[config.mk]
export PLATFORM = sky130hd
export DESIGN_NAME = doc5503_wave_mem_server_flat
export DESIGN_NICKNAME = d
export VERILOG_FILES = /design/src/rtl/doc5503_wave_mem_server_if.sv /design/src/rtl/doc5503_wave_mem_server.sv /design/src/flat_wrapper.sv
export SDC_FILE = /design/constraint.sdc
export NUM_CORES = 1
export LEC_CHECK = 0
export BUFFER_PORTS_ARGS = -buffer_cell sky130_fd_sc_hd__buf_4
export CAP_MARGIN = 20
export CORE_ASPECT_RATIO = 1.25
export CORE_MARGIN = 1.5
export CORE_UTILIZATION = 40
export DETAILED_ROUTE_END_ITERATION = 10
export PLACE_DENSITY_LB_ADDON = 0.05
export SETUP_SLACK_MARGIN = 0.2
export SLEW_MARGIN = 20
export SYNTH_ARGS = -nofsm -noshare
export SYNTH_HDL_FRONTEND = slang
export SYNTH_SLANG_ARGS = --single-unit
[constraint.sdc]
create_clock -name clk_i -period 3.1 [get_ports clk_i]
set_input_delay 0 -clock clk_i [delete_from_list [all_inputs] [get_ports clk_i]]
set_output_delay 0 -clock clk_i [all_outputs]
set_load 0.01 [all_outputs]
[src/rtl/doc5503_wave_mem_server_if.sv]
// Wave-read, host-write and memory-port signals of the DOC5503 wave-memory server.
// The server takes the slave view. The DOC, host and memory environment takes the master view.
interface doc5503_wave_mem_server_if #(
  parameter int ADDR_WIDTH = 16
);
  logic                  wave_rd_i;
  logic [ADDR_WIDTH-1:0] wave_address_i;
  logic                  wave_data_ready_o;
  logic [7:0]            wave_data_o;
  logic                  host_wr_i;
  logic [ADDR_WIDTH-1:0] host_addr_i;
  logic [7:0]            host_data_i;
  logic                  host_busy_o;
  logic                  mem_req_o;
  logic                  mem_we_o;
  logic [ADDR_WIDTH-1:0] mem_addr_o;
  logic [7:0]            mem_wdata_o;
  logic                  mem_ack_i;
  logic                  mem_rvalid_i;
  logic [7:0]            mem_rdata_i;
  logic                  overrun_o;
  logic                  timeout_o;
  logic                  clear_flags_i;

  modport slave (
    input  wave_rd_i, wave_address_i, host_wr_i, host_addr_i, host_data_i,
           mem_ack_i, mem_rvalid_i, mem_rdata_i, clear_flags_i,
    output wave_data_ready_o, wave_data_o, host_busy_o, mem_req_o, mem_we_o,
           mem_addr_o, mem_wdata_o, overrun_o, timeout_o
  );

  modport master (
    output wave_rd_i, wave_address_i, host_wr_i, host_addr_i, host_data_i,
           mem_ack_i, mem_rvalid_i, mem_rdata_i, clear_flags_i,
    input  wave_data_ready_o, wave_data_o, host_busy_o, mem_req_o, mem_we_o,
           mem_addr_o, mem_wdata_o, overrun_o, timeout_o
  );
endinterface

[src/rtl/doc5503_wave_mem_server.sv]
// Serves DOC5503 wave reads from sound RAM using a 1-entry read cache and a 1-entry host write buffer.
// Buffered write data is forwarded to reads of the same address.
module doc5503_wave_mem_server #(
  parameter int         ADDR_WIDTH     = 16,
  parameter int         TIMEOUT_CYCLES = 255,
  parameter logic [7:0] TIMEOUT_DATA   = 8'h80
) (
  input logic                      clk_i,
  input logic                      reset_n_i,
  doc5503_wave_mem_server_if.slave bus
);
  localparam int            TW       = $clog2(TIMEOUT_CYCLES + 1);
  localparam logic [TW-1:0] TMO_LAST = TW'(TIMEOUT_CYCLES - 1);

  typedef enum logic [2:0] {IDLE, LOOKUP, RD_REQ, RD_WAIT, RESPOND, WR_REQ} state_t;
  state_t state, state_nx;

  logic [ADDR_WIDTH-1:0] rd_addr, wb_addr, c_addr;
  logic [7:0]            wb_data, c_data, wave_data, resp_nx;
  logic                  wb_valid, c_valid, overrun, timeout;
  logic [TW-1:0]         tmo_cnt;
  logic                  wb_hit, c_hit, rd_accept, wr_done, wb_load, tmo_hit, fill, resp_ld;

  assign wb_hit    = wb_valid && (wb_addr == rd_addr);
  assign c_hit     = c_valid && (c_addr == rd_addr);
  assign rd_accept = (state == IDLE) && bus.wave_rd_i;
  assign wr_done   = (state == WR_REQ) && bus.mem_ack_i;
  // A write that is acked in the same cycle frees the slot for a new host write.
  assign wb_load   = bus.host_wr_i && (!wb_valid || wr_done);
  assign tmo_hit   = (state == RD_WAIT) && !bus.mem_rvalid_i && (tmo_cnt == TMO_LAST);

  always_comb begin
    state_nx = state;
    resp_ld  = 1'b0;
    resp_nx  = wave_data;
    fill     = 1'b0;
    case (state)
      IDLE:    if (bus.wave_rd_i) state_nx = LOOKUP;
               else if (wb_valid) state_nx = WR_REQ;
      LOOKUP:  if (wb_hit) begin
                 state_nx = RESPOND; resp_ld = 1'b1; resp_nx = wb_data;
               end else if (c_hit) begin
                 state_nx = RESPOND; resp_ld = 1'b1; resp_nx = c_data;
               end else state_nx = RD_REQ;
      // Zero-latency memories may return data in the ack cycle.
      RD_REQ:  if (bus.mem_ack_i) begin
                 if (bus.mem_rvalid_i) begin
                   state_nx = RESPOND; resp_ld = 1'b1; resp_nx = bus.mem_rdata_i; fill = 1'b1;
                 end else state_nx = RD_WAIT;
               end
      RD_WAIT: if (bus.mem_rvalid_i) begin
                 state_nx = RESPOND; resp_ld = 1'b1; resp_nx = bus.mem_rdata_i; fill = 1'b1;
               end else if (tmo_hit) begin
                 state_nx = RESPOND; resp_ld = 1'b1; resp_nx = TIMEOUT_DATA;
               end
      RESPOND: state_nx = IDLE;
      WR_REQ:  if (bus.mem_ack_i) state_nx = IDLE;
      default: state_nx = IDLE;
    endcase
  end

  always_ff @(posedge clk_i or negedge reset_n_i) begin
    if (!reset_n_i) begin
      state     <= IDLE;
      rd_addr   <= '0;
      wave_data <= '0;
      tmo_cnt   <= '0;
      c_valid   <= 1'b0;
      c_addr    <= '0;
      c_data    <= '0;
      wb_valid  <= 1'b0;
      wb_addr   <= '0;
      wb_data   <= '0;
      overrun   <= 1'b0;
      timeout   <= 1'b0;
    end else begin
      state <= state_nx;
      if (rd_accept) rd_addr <= bus.wave_address_i;
      if (resp_ld) wave_data <= resp_nx;
      if (state == RD_REQ) tmo_cnt <= '0;
      else if (state == RD_WAIT) tmo_cnt <= tmo_cnt + 1'b1;
      if (fill) begin
        c_valid <= 1'b1;
        c_addr  <= rd_addr;
        c_data  <= bus.mem_rdata_i;
      end else if (wr_done && c_valid && (c_addr == wb_addr)) begin
        c_data <= wb_data;
      end
      if (wb_load) begin
        wb_valid <= 1'b1;
        wb_addr  <= bus.host_addr_i;
        wb_data  <= bus.host_data_i;
      end else if (wr_done) begin
        wb_valid <= 1'b0;
      end
      if (bus.wave_rd_i && (state != IDLE)) overrun <= 1'b1;
      else if (bus.clear_flags_i) overrun <= 1'b0;
      if (tmo_hit) timeout <= 1'b1;
      else if (bus.clear_flags_i) timeout <= 1'b0;
    end
  end

  assign bus.wave_data_ready_o = (state == RESPOND);
  assign bus.wave_data_o       = wave_data;
  assign bus.host_busy_o       = wb_valid;
  assign bus.mem_req_o         = (state == RD_REQ) || (state == WR_REQ);
  assign bus.mem_we_o          = (state == WR_REQ);
  assign bus.mem_addr_o        = (state == WR_REQ) ? wb_addr : rd_addr;
  assign bus.mem_wdata_o       = wb_data;
  assign bus.overrun_o         = overrun;
  assign bus.timeout_o         = timeout;
endmodule

[src/flat_wrapper.sv]
// flat-port wrapper written by rule: the top's interface ports become plain ports
module doc5503_wave_mem_server_flat 
#(
  parameter int         ADDR_WIDTH     = 16,
  parameter int         TIMEOUT_CYCLES = 255,
  parameter logic [7:0] TIMEOUT_DATA   = 8'h80
)
  (clk_i, reset_n_i, bus_wave_rd_i, bus_wave_address_i, bus_host_wr_i, bus_host_addr_i, bus_host_data_i, bus_mem_ack_i, bus_mem_rvalid_i, bus_mem_rdata_i, bus_clear_flags_i, bus_wave_data_ready_o, bus_wave_data_o, bus_host_busy_o, bus_mem_req_o, bus_mem_we_o, bus_mem_addr_o, bus_mem_wdata_o, bus_overrun_o, bus_timeout_o);
  doc5503_wave_mem_server_if #(.ADDR_WIDTH(ADDR_WIDTH)) bus_i ();
  input logic clk_i;
  input logic reset_n_i;
  input wire logic [$bits(bus_i.wave_rd_i)-1:0] bus_wave_rd_i;
  input wire logic [$bits(bus_i.wave_address_i)-1:0] bus_wave_address_i;
  input wire logic [$bits(bus_i.host_wr_i)-1:0] bus_host_wr_i;
  input wire logic [$bits(bus_i.host_addr_i)-1:0] bus_host_addr_i;
  input wire logic [$bits(bus_i.host_data_i)-1:0] bus_host_data_i;
  input wire logic [$bits(bus_i.mem_ack_i)-1:0] bus_mem_ack_i;
  input wire logic [$bits(bus_i.mem_rvalid_i)-1:0] bus_mem_rvalid_i;
  input wire logic [$bits(bus_i.mem_rdata_i)-1:0] bus_mem_rdata_i;
  input wire logic [$bits(bus_i.clear_flags_i)-1:0] bus_clear_flags_i;
  output wire logic [$bits(bus_i.wave_data_ready_o)-1:0] bus_wave_data_ready_o;
  output wire logic [$bits(bus_i.wave_data_o)-1:0] bus_wave_data_o;
  output wire logic [$bits(bus_i.host_busy_o)-1:0] bus_host_busy_o;
  output wire logic [$bits(bus_i.mem_req_o)-1:0] bus_mem_req_o;
  output wire logic [$bits(bus_i.mem_we_o)-1:0] bus_mem_we_o;
  output wire logic [$bits(bus_i.mem_addr_o)-1:0] bus_mem_addr_o;
  output wire logic [$bits(bus_i.mem_wdata_o)-1:0] bus_mem_wdata_o;
  output wire logic [$bits(bus_i.overrun_o)-1:0] bus_overrun_o;
  output wire logic [$bits(bus_i.timeout_o)-1:0] bus_timeout_o;
  assign bus_i.wave_rd_i = bus_wave_rd_i;
  assign bus_i.wave_address_i = bus_wave_address_i;
  assign bus_i.host_wr_i = bus_host_wr_i;
  assign bus_i.host_addr_i = bus_host_addr_i;
  assign bus_i.host_data_i = bus_host_data_i;
  assign bus_i.mem_ack_i = bus_mem_ack_i;
  assign bus_i.mem_rvalid_i = bus_mem_rvalid_i;
  assign bus_i.mem_rdata_i = bus_mem_rdata_i;
  assign bus_i.clear_flags_i = bus_clear_flags_i;
  assign bus_wave_data_ready_o = bus_i.wave_data_ready_o;
  assign bus_wave_data_o = bus_i.wave_data_o;
  assign bus_host_busy_o = bus_i.host_busy_o;
  assign bus_mem_req_o = bus_i.mem_req_o;
  assign bus_mem_we_o = bus_i.mem_we_o;
  assign bus_mem_addr_o = bus_i.mem_addr_o;
  assign bus_mem_wdata_o = bus_i.mem_wdata_o;
  assign bus_overrun_o = bus_i.overrun_o;
  assign bus_timeout_o = bus_i.timeout_o;
  doc5503_wave_mem_server #(.ADDR_WIDTH(ADDR_WIDTH), .TIMEOUT_CYCLES(TIMEOUT_CYCLES), .TIMEOUT_DATA(TIMEOUT_DATA)) u_core (.clk_i(clk_i), .reset_n_i(reset_n_i), .bus(bus_i));
endmodule
==> flow_summary.json, run 1 <==
{
  "status": "finished, violations left",
  "failed_checks": "design-rule violations",
  "dieArea_um2": 12100,
  "vias": 3415,
  "crit_chain": "nor2b_4 > o21ai_1 > nor2_4 > a311oi_1 > a21oi_4 > mux2_2",
  "clk_path_buf_depth": 2,
  "finalInstanceArea_um2": 6230,
  "rsz0062_at_grt": "no",
  "synthFlopType": "dfrtp_1",
  "cts_inserted_buffers": 9,
  "grtUsageMet2_pct": 35.1,
  "synth-async-reset-ratio_pct": 100,
  "critical_path_peak_fanout": 13,
  "crit_start": "u_core.state[1]",
  "area_growth_syn_to_layout_pct": 36.3,
  "finalMaxSlewViolations": 0,
  "synth-edff-count": 0,
  "final_nets": 595,
  "drt_wl_total_um": 11000,
  "clk_pin_slew_ps": 60,
  "port_buffers": 92,
  "critPathMaxStageDelay_ps": 600,
  "layout_common_cells": "buf_4, dfrtp_1, mux2_2",
  "dpl.hpwl_um": 7660,
  "n_antenna_cell": 0,
  "drtIter0Drc": 137,
  "leakagePower_nw": 2.77,
  "arrival_ps": 2620,
  "ys_warn_count": 0,
  "final_common_cell": "buf_4",
  "dr.pass1.iters": 9,
  "synth_area_per_cell_um2": 11.6,
  "antenna_found_initial": 0,
  "insertion_delay_ps": 340,
  "hold_depth": 4,
  "slew_headroom_pct": 57.3,
  "ys_seq_area_share_pct": 47.6,
  "synthCells": 393,
  "busiest_layer": "met2",
  "postRouteAntennaNets": 0,
  "grt-ovfl-total": 0,
  "hold_path.class": "in2reg",
  "met1_usage_pct": 23.1,
  "io_pins": 93,
  "setup_viol": 0,
  "drive_above_1_share_pct": 38.4,
  "nFillCells": 975,
  "synth_top_area_share_pct": 47.6,
  "die_w_um": 98.6,
  "core_area_um2": 11100,
  "dieHeight_um": 122,
  "initial_core_util_pct": 41.0,
  "grt_pass1_vias": 3442,
  "cp-start-kind": "flip-flop",
  "cts_num_sinks": 87,
  "ctsRootBufferMaster": "clkbuf_16",
  "rows": 43,
  "gp_congestion": 0.788,
  "synthTopCellsByArea": "dfrtp_1, mux2_2, xnor2_1",
  "syn_area_um2": 4570,
  "yosysTopAreaCell": "dfrtp_1",
  "path_depth": 6,
  "worst_r2r_path_depth": 6,
  "critical-path-slowest-cell": "dfrtp_1",
  "synth.distinct_cells": 52,
  "cp.buffers_inverters": 0,
  "critical_path_class": "reg2reg",
  "fin_crit_ps": 2400,
  "hold_path.startpoint": "bus_mem_ack_i",
  "cts_tree": "built",
  "use_met3_pct": 3.59,
  "ys_ff_latch": 87,
  "end_kind": "flip-flop",
  "timing.rr.start": "u_core.state[1]",
  "grt_pass1_wl_um": 17800,
  "worst_slew_pin_slew_ps": 640,
  "cp_top_family": "simple AND/OR/NAND/NOR gates",
  "fmax_ghz": 0.417,
  "powerDensity_nw_per_um2": 1010,
  "ir_worst_vdd_mv": 0.452,
  "via_per_inst": 5.04,
  "drc": 6,
  "fin_crit_sh_pct": 77.4,
  "gr-usage-all-layers_pct": 19.2,
  "cts_max_level": 3,
  "grt_max_degree": 45,
  "wire_per_inst_um": 16.3,
  "cap_violations": 0,
  "dpl_cell_area_um2": 5420,
  "hold_viol": 0,
  "synth_nets": 450,
  "tns_ps": 0,
  "cp.required_ps": 3320,
  "clock_skew_ps": 4.31
}
-- power by group --
part	switching (mW)	total (mW)	leakage, nW	internal [mW]
combinational	1.14	2.73	1.54	1.59
sequential	0.661	2.32	1.06	1.66
clock	0.424	1.25	0.169	0.827
total	2.23	6.30	2.77	4.07
-- worst reg2reg max path: cells and delay by family (launching register included) --
family          cells  cell delay, ps
simple gates        2             660
compound gates      3             650
flops               1             600
mux                 1             380
-- state kept, by name (all words and copies together), names as in the netlist --
signal and flops:
u_core.bus.timeout_o 1, u_core.bus.overrun_o 1, u_core.bus.wave_data_o 8, u_core.bus.host_busy_o 1, u_core.tmo_cnt 8, u_core.c_addr 16, u_core.rd_addr 16, u_core.bus.mem_wdata_o 8
u_core.c_valid 1, u_core.state 3, u_core.c_data 8, u_core.wb_addr 16
-- cells in the mapped netlist, drive strengths merged (2+ instances only) --
master	count
inv	8
nor4b	3
nor3	8
nor2b	2
mux2	78
a221o	7
xor2	6
o31ai	2
xnor2	45
nand4	12
and2	8
nor2	8
a22o	2
ha	2
nand3	4
nand2	63
mux2i	3
buf	11
a21o	2
dfrtp	87
nand2b	3
o21ai	6
a21oi	7
or3	2
-- per-stage QoR --
step | cells | setup WS, ps | util (%) | total power [mW] | hold WS, ps
2_1_floorplan | 393 | 1260 | - | 4.07 | -296
3_3_place_gp | 616 | 775 | 48.7 | 5.02 | 52.4
3_5_place_dp | 616 | 713 | 48.7 | 5.06 | 50.3
4_1_cts | 677 | 698 | 55.9 | 6.39 | 11.4
5_1_grt | 677 | 549 | 55.9 | 6.74 | 34.0
6_report | 677 | 701 | 55.9 | 6.30 | 21.0
-- repair_timing --
item | CTS | global route
setup buffers | 0 | 0
gates resized for setup | 0 | 0
hold buffers | 46 | 0
endpoints found under the hold margin | 87 | 0
-- metal layers --
layer	part of all wire, %	vias to the layer above
met3	3.6	7
li1	-	1665
met4	1.1	0
met2	54	70
met1	42	1673
met5	0	-
-- path summary, 6_finish.rpt --
kind / end / slack (ps)
setup / recovery: u_core.bus.wave_data_o[0] / 700
hold / removal: u_core.bus.host_busy_o / 20
setup reg to reg: u_core.bus.wave_data_o[0] / 700
hold reg to reg: u_core.bus.timeout_o / 500
max in group asynchronous: u_core.c_addr[14] / 2150
min in group asynchronous: u_core.tmo_cnt[0] / 210
-- layout make-up --
type,count,area [um^2],area share [%]
tap,135,169,2.71
inverter,8,30.0,0.482
multi-input combinational,286,2300,36.9
sequential,87,2180,34.9
clock inverter,3,90.1,1.45
clock buffer,12,256,4.12
timing repair buffer,146,1210,19.4
-- cells by family after synthesis --
kind of cell             share of synthesized area, %
AO/OA/AOI/OAI                                    6.19
XOR/XNOR                                         9.78
adder cells (fa/ha/maj)                         0.548
buffers and inverters                            2.30
flip-flops                                       47.6
multiplexers                                     20.0
AND/OR/NAND/NOR                                  13.6
Note: power is estimated with default switching activity, not from simulation.
==> inputs of run 2 (changes only) <==
==> constraint.sdc (replaced) <==
create_clock -name clk_i -period 2.3 [get_ports clk_i]
set_input_delay 0 -clock clk_i [delete_from_list [all_inputs] [get_ports clk_i]]
set_output_delay 0 -clock clk_i [all_outputs]
set_load 0.01 [all_outputs]
==> flow_summary.json, run 2 (same netlist as run 1, synthesis figures left out) <==
{
  "layout_common_cells": "buf_4, dfrtp_1, mux2_2",
  "tns_ps": 0,
  "dpl_cell_area_um2": 5530,
  "setup_viol": 0,
  "multi_input_area_um2": 2390,
  "rows": 43,
  "cts_num_sinks": 87,
  "final_nets": 608,
  "via_per_inst": 5.01,
  "cp-start-kind": "flip-flop",
  "clk_path_buf_depth": 2,
  "path_depth": 7,
  "ctsRootBufferMaster": "clkbuf_16",
  "cp_top_family": "simple AND/OR/NAND/NOR gates",
  "leakagePower_nw": 2.88,
  "critical_path_peak_fanout": 8,
  "worst_slew_pin_slew_ps": 552,
  "clk_pin_slew_ps": 70,
  "gp_congestion": 0.796,
  "n_antenna_cell": 0,
  "vias": 3464,
  "postRouteAntennaNets": 0,
  "grt_pass1_vias": 3495,
  "fin_ws_ps": 278,
  "end_kind": "flip-flop",
  "final_common_cell": "buf_4",
  "drtIter0Drc": 123,
  "area_growth_syn_to_layout_pct": 40.7,
  "grt_max_degree": 48,
  "finalMaxSlewViolations": 0,
  "arrival_ps": 2250,
  "drc": 0,
  "drt_wl_total_um": 11200,
  "finalInstanceArea_um2": 6430,
  "powerDensity_nw_per_um2": 1350,
  "dieHeight_um": 122,
  "rsz0062_at_grt": "yes",
  "reg_top3": "u_core.c_addr x16, u_core.rd_addr x16, u_core.wb_addr x16",
  "dp.cells": 627,
  "critical-path-slowest-cell": "dfrtp_2",
  "antenna_found_initial": 0,
  "fin_crit_ps": 2020,
  "port_buffers": 92,
  "cts_tree": "built",
  "critical_path_class": "reg2reg",
  "cp.required_ps": 2530,
  "cp.buffers_inverters": 1,
  "fmax_ghz": 0.495,
  "cts_max_level": 3,
  "nFillCells": 969,
  "fin_crit_sh_pct": 87.9,
  "dpl.hpwl_um": 7820,
  "drive_above_1_share_pct": 43.3,
  "hold_viol": 0,
  "clock_skew_ps": 9.14,
  "regArea_um2": 2180,
  "dp_slack_ps": 49.3,
  "wire_per_inst_um": 16.2,
  "ir_worst_vdd_mv": 0.619,
  "crit_chain": "xnor2_2 > nand4_2 > nor3_4 > a22oi_2 > a21oi_4 > buf_12 > mux2_2",
  "io_pins": 93,
  "critPathMaxStageDelay_ps": 450,
  "insertion_delay_ps": 340,
  "core_area_um2": 11100,
  "grt-ovfl-total": 0,
  "dr.pass1.iters": 7,
  "initial_core_util_pct": 41.0,
  "cap_violations": 0,
  "gr-usage-all-layers_pct": 19.8,
  "worst_r2r_path_depth": 7,
  "hold_path.class": "in2reg",
  "dieArea_um2": 12100,
  "cts_inserted_buffers": 9,
  "die_w_um": 98.6,
  "slew_headroom_pct": 63.2,
  "grt_pass1_wl_um": 18400,
  "hold_depth": 3,
  "fin_cells": 691,
  "hold_ws_ps": 20.4,
  "status": "complete, no violations"
}
## run 2: cell count changes in the layout (fill, tap and decap cells not counted), moves of 2 or more
cell / previous run / this run
buf_12: 0 / 3
buf_4: 100 / 110
bufinv_16: 3 / 1
dfrtp_1: 87 / 81
dfrtp_2: 0 / 6
nor2_1: 7 / 5
xnor2_1: 45 / 36
xnor2_2: 0 / 9
## run 2: path summary, 6_finish.rpt
path                               startpoint                        end  slack [ps]
max                        u_core.rd_addr[10]  u_core.bus.wave_data_o[6]         280
min                        bus_mem_rdata_i[4]           u_core.c_data[4]          20
max reg2reg                u_core.rd_addr[10]  u_core.bus.wave_data_o[6]         280
min reg2reg                    u_core.c_valid             u_core.c_valid         500
max in group asynchronous           reset_n_i          u_core.wb_addr[8]        1460
min in group asynchronous           reset_n_i          u_core.tmo_cnt[7]         190
## run 2: layout make-up
| type | count | share of cell area (%) |
|---|---|---|
| Multi-Input combinational cell | 286 | 37.2 |
| Sequential cell | 87 | 34.0 |
| Timing Repair Buffer | 159 | 20.9 |
| Clock buffer | 12 | 3.99 |
| Tap cell | 135 | 2.63 |
| Clock inverter | 4 | 0.817 |
| Inverter | 8 | 0.467 |
## run 2: tightest hold or removal path: cells and delay by family
family                 cells  cell delay (ps)
muxes                      2              250
buffers and inverters      1               80
## run 2: timing repair
action                                 in CTS  in global routing
buffers inserted                            1                  1
setup endpoints to repair                   8                  8
gates resized for setup                     4                 17
endpoints found under the hold margin      85                  0
hold buffers                               46                  0
pin swaps                                   3                  6
## run 2: power breakdown
part           switching [mW]  leakage (nW)  internal [mW]  total [mW]
registers               0.906          1.06           2.25        3.16
logic                    1.65          1.67           2.37        4.02
clock network           0.614         0.153          0.906        1.52
## run 2: per-stage QoR
stage | power (mW) | util (%)
after CTS | 8.64 | 57.0
after global placement | 6.87 | 49.7
after floorplan | 5.49 | -
after global routing | 9.31 | 57.7
final | 8.70 | 57.7
after detailed placement | 6.93 | 49.7
## run 2: per-layer routing
| metal | vias up | wire, um | track usage, % |
|---|---|---|---|
| met5 | - | 0 | 0 |
| met4 | 0 | 148 | 6.52 |
| met3 | 9 | 327 | 3.64 |
| met2 | 61 | 5920 | 34.8 |
| met1 | 1694 | 4830 | 24.5 |
| li1 | 1700 | - | - |
